File: src/rtl/cpu_run_monitor.sv
// rtl/cpu_run_monitor.sv - run-control and self-check monitor for the single-cycle CPU
// Detects halt on a frozen PC, then compares register probes against expected values.
module cpu_run_monitor #(
  parameter int XLEN          = 32,
  parameter int NUM_PROBES    = 1,
  parameter int STABLE_CYCLES = 4,
  parameter int TIMEOUT       = 50000,
  parameter int CNT_W         = $clog2(TIMEOUT + 1)
) (
  input  logic                       clk,
  input  logic                       reset,
  input  logic                       start,
  input  logic [XLEN-1:0]            pc,
  input  logic [NUM_PROBES*XLEN-1:0] probe_data,
  input  logic [NUM_PROBES*XLEN-1:0] exp_data,
  output logic                       busy,
  output logic                       done,
  output logic                       pass,
  output logic                       timeout,
  output logic [NUM_PROBES-1:0]      mismatch,
  output logic [XLEN-1:0]            final_pc,
  output logic [CNT_W-1:0]           cycle_count,
  output logic [CNT_W-1:0]           pc_changes
);

  localparam int SC_W = $clog2(STABLE_CYCLES + 1);
  localparam logic [SC_W-1:0]  STABLE_LAST = SC_W'(STABLE_CYCLES - 1);
  localparam logic [CNT_W-1:0] TMO_LAST    = CNT_W'(TIMEOUT - 1);

  typedef enum logic [1:0] {
    S_IDLE  = 2'd0,
    S_RUN   = 2'd1,
    S_CHECK = 2'd2,
    S_DONE  = 2'd3
  } state_t;

  state_t                state, state_next;
  logic [XLEN-1:0]       prev_pc;
  logic [SC_W-1:0]       stable_cnt;
  logic                  pc_same;
  logic                  run_start;
  logic                  halt;
  logic                  tmo;
  logic [NUM_PROBES-1:0] probe_miss;

  assign pc_same = (pc == prev_pc);

  always_ff @(posedge clk or negedge reset) begin
    if (!reset) begin
      state <= S_IDLE;
    end else begin
      state <= state_next;
    end
  end

  // Halt takes priority over timeout when both land on the same cycle.
  always_comb begin
    state_next = state;
    run_start  = 1'b0;
    halt       = 1'b0;
    tmo        = 1'b0;
    case (state)
      S_IDLE, S_DONE: begin
        if (start) begin
          state_next = S_RUN;
          run_start  = 1'b1;
        end
      end
      S_RUN: begin
        halt = pc_same && (stable_cnt == STABLE_LAST);
        tmo  = !halt && (cycle_count == TMO_LAST);
        if (halt) begin
          state_next = S_CHECK;
        end else if (tmo) begin
          state_next = S_DONE;
        end
      end
      S_CHECK: begin
        state_next = S_DONE;
      end
      default: begin
        state_next = S_IDLE;
      end
    endcase
  end

  always_comb begin
    probe_miss = '0;
    for (int i = 0; i < NUM_PROBES; i++) begin
      probe_miss[i] = (probe_data[i*XLEN +: XLEN] != exp_data[i*XLEN +: XLEN]);
    end
  end

  // busy/done are registered from the next state so they change on the same edge as state.
  always_ff @(posedge clk or negedge reset) begin
    if (!reset) begin
      busy        <= 1'b0;
      done        <= 1'b0;
      pass        <= 1'b0;
      timeout     <= 1'b0;
      mismatch    <= '0;
      final_pc    <= '0;
      cycle_count <= '0;
      pc_changes  <= '0;
      prev_pc     <= '0;
      stable_cnt  <= '0;
    end else begin
      busy <= (state_next == S_RUN) || (state_next == S_CHECK);
      done <= (state_next == S_DONE);
      if (run_start) begin
        pass        <= 1'b0;
        timeout     <= 1'b0;
        mismatch    <= '0;
        final_pc    <= '0;
        cycle_count <= '0;
        pc_changes  <= '0;
        stable_cnt  <= '0;
        prev_pc     <= pc;
      end else if (state == S_RUN) begin
        cycle_count <= cycle_count + 1'b1;
        prev_pc     <= pc;
        if (pc_same) begin
          stable_cnt <= stable_cnt + 1'b1;
        end else begin
          stable_cnt <= '0;
          pc_changes <= pc_changes + 1'b1;
        end
        if (halt) begin
          final_pc <= pc;
        end
        if (tmo) begin
          final_pc <= pc;
          timeout  <= 1'b1;
          pass     <= 1'b0;
        end
      end else if (state == S_CHECK) begin
        mismatch <= probe_miss;
        pass     <= (probe_miss == '0);
      end
    end
  end

endmodule

File: config.mk
export PLATFORM = sky130hd
export DESIGN_NAME = cpu_run_monitor
export DESIGN_NICKNAME = d
export VERILOG_FILES = /design/src/rtl/cpu_run_monitor.sv
export SDC_FILE = /design/constraint.sdc
export NUM_CORES = 1
export LEC_CHECK = 0
export CAP_MARGIN = 10
export CORE_MARGIN = 8
export CORE_UTILIZATION = 45
export CTS_BUF_LIST = sky130_fd_sc_hd__clkbuf_16
export CTS_CLUSTER_DIAMETER = 50
export CTS_CLUSTER_SIZE = 8
export DETAILED_ROUTE_END_ITERATION = 12
export MAX_ROUTING_LAYER = met4
export PLACE_DENSITY = 0.85
export SYNTH_ARGS = -nofsm -noshare
export SYNTH_HDL_FRONTEND = slang
export SYNTH_SLANG_ARGS = --single-unit
File: constraint.sdc
create_clock -name clk -period 4.4 [get_ports clk]
set_clock_uncertainty 0.05 [all_clocks]
set_input_delay 0.88 -clock clk [delete_from_list [all_inputs] [get_ports clk]]
set_output_delay 0.88 -clock clk [all_outputs]
set_load 0.05 [all_outputs]
==> impl_metrics.json <==
{
  "drt-met1-wl_um": 6170,
  "fin_setup_tns_ns": 0,
  "crit_type": "in -> reg",
  "antenna_found_initial": 0,
  "slowest_delay_ns": 0.76,
  "cp_slowest_cell": "nor4_2",
  "port-buffer-count": 167,
  "status": "finished clean",
  "vdd.ir_drop.worst_v": 0.000201,
  "clk_latency_ns": 0.34,
  "gp_congestion": 0.805,
  "fin_crit_ns": 3.35,
  "insertedDiodeCount": 0,
  "async_reset_ff_frac": 1.00,
  "end_kind": "flop",
  "r2r_setup_slack_ns": 1.66,
  "grt_usage": 0.187,
  "cts-root-buf": "clkbuf_16",
  "rsz0062_at_grt": "false",
  "top_layer": "met4",
  "antenna_left": 0,
  "first_iter_violations": 155,
  "dieWidth_um": 125,
  "synth_cells": 479,
  "wl_per_cell_um": 17.7,
  "max-clock-path-buffers": 2,
  "required_ns": 4.56,
  "core_area_mm2": 0.0118,
  "fmax_mhz": 299,
  "start_util": 0.452,
  "final_cell_mix": "clkdlybuf4s50_1, dfrtp_1, nor2_1",
  "finalSetupViolCount": 0,
  "synth_nets": 585,
  "drt-total-wl_um": 14100,
  "fin_nets": 752,
  "die-area_mm2": 0.0156,
  "synth_cell_types": 44,
  "n_fill_cell": 936,
  "cap_violations": 0,
  "vias_per_cell": 5.34,
  "cts.sinks": 106,
  "slew_viol_final": 0,
  "areaGrowthSynthToFinish_pct": 39.0,
  "powerDensity_mw_per_mm2": 258,
  "final_common_cell": "clkdlybuf4s50_1",
  "avgSynthCellArea_um2": 11.2,
  "die_height_um": 125,
  "synthFlopType": "dfrtp_1",
  "clk_pin_slew_ns": 0.06,
  "grt_pass1_vias": 4506,
  "placed_cell_area_mm2": 0.00716,
  "startpoint_type": "primary input",
  "drt_first_pass_iters": 4,
  "vias": 4261,
  "synth_warnings": 0,
  "synth_edf_count": 0,
  "htreeDepth": 3,
  "synth.yosys.seq_area_share": 0.496,
  "grt_max_degree": 66,
  "met2WireLength_um": 6620,
  "cts_buffers": 9,
  "holdBufCountCts": 0,
  "drive_gt1_frac": 0.0937,
  "setup_slack_ns": 1.05,
  "path_cells": "clkdlybuf4s50_1 -> xnor2_1 -> nand4_1 -> nor4_2 -> and2_1 -> a221oi_1 -> o31a_1 -> ha_1",
  "dp_slack_ns": 0.732,
  "detailed_place_hpwl_um": 10700,
  "period_share": 0.761,
  "overflow": 0,
  "stdcell_area_mm2": 0.00743,
  "relSlewSlack": 0.363,
  "met3RoutedLength_um": 1130,
  "fin_hold_ws_ns": 0.429,
  "route.detailed.drc": 0,
  "io_pins": 168,
  "tightest_slew_ns": 0.953,
  "min_path_type": "in -> async",
  "syn_area_mm2": 0.00534,
  "grt_pass1_wl_um": 23100,
  "arrival_ns": 3.51,
  "hold_violations": 0,
  "cts_tree": "done",
  "post_cts_buffers": 0,
  "crit_path_max_fanout": 7,
  "rows": 40,
  "ys_ff_latch": 106,
  "p_leak_nw": 3.27,
  "post_cts_resized": 0
}
cell families after synthesis:
group           count (synthesis)  share of synthesized area
compound gates                 35                     0.0447
mux                            70                      0.139
buf+inv                        23                     0.0208
fa+ha+maj                       7                     0.0164
xor+xnor                       83                      0.136
simple gates                  155                      0.147
flops                         106                      0.496
layer usage:
| layer | vias to the layer above | global-route usage |
|---|---|---|
| met2 | 174 | 0.309 |
| met4 | 0 | 0.0509 |
| met5 | - | - |
| li1 | 2008 | - |
| met3 | 19 | 0.0591 |
| met1 | 2060 | 0.217 |
power by group:
part           switching [mW]  internal [mW]
logic                  0.0723          0.122
registers              0.0102          0.989
clock network           0.342          0.378
worst max-delay path: cells and delay by family:
kind,cells,cell delay [ns]
xor+xnor,1,0.26
compound gates,2,0.41
fa+ha+maj,1,0.28
simple gates,3,1.22
buf+inv,1,0.45
flip-flops by register name, summed over array words and instances, names as in the netlist:
register,count
cycle_count,16
pc_changes,16
final_pc,32
done,1
stable_cnt,3
pass,1
state,2
prev_pc,32
timeout,1
busy,1
mismatch,1
through the flow:
step           std cells  utilization  power [mW]
5_1_grt              798        0.629        1.99
2_1_floorplan        479            -        1.08
3_3_place_gp         782        0.606        1.21
3_5_place_dp         782        0.606        1.22
4_1_cts              798        0.629        1.93
6_report             798        0.629        1.91
final cells by class:
cell class / count / area [µm²] / share of cell area
clock buffer: 9 / 225 / 0.0303
clock inverter: 7 / 40.0 / 0.00539
inverter: 6 / 22.5 / 0.00303
multi-input combinational: 350 / 2590 / 0.348
sequential: 106 / 2650 / 0.357
tap: 147 / 184 / 0.0248
timing repair buffer: 173 / 1710 / 0.231
final timing paths:
path | start | to | cells after the start
max | pc[29] | busy$_DFF_PN0_ | 8
min | reset | final_pc[5]$_DFFE_PN0P_ | 1
max reg2reg | prev_pc[29]$_DFFE_PN0P_ | busy$_DFF_PN0_ | 7
min reg2reg | mismatch$_DFFE_PN0P_ | mismatch$_DFFE_PN0P_ | 2
max in group asynchronous | reset | done$_DFF_PN0_ | 2
min in group clk | mismatch$_DFFE_PN0P_ | mismatch$_DFFE_PN0P_ | 2
cell usage after synthesis, types with 3 or more instances:
cell      count  area share
a21oi_1      14       0.013
and3_1        3      0.0035
buf_6         3      0.0063
clkbuf_1     10      0.0070
dfrtp_1     106        0.50
ha_1          7       0.016
inv_1         6      0.0042
mux2_2       32       0.067
mux2i_1      38       0.071
nand2_1      25       0.018
nand2b_1      3      0.0035
nand3_1       9      0.0084
nand4_1      18       0.021
nor2_1       61       0.043
nor3_1        3      0.0028
nor4_1       11       0.013
o21ai_0       3      0.0028
o31ai_1       6      0.0084
or3_1         3      0.0035
or4_1         5      0.0070
xnor2_1      42       0.069
xor2_1       41       0.067
No activity file was read; power rests on OpenSTA's default activity.
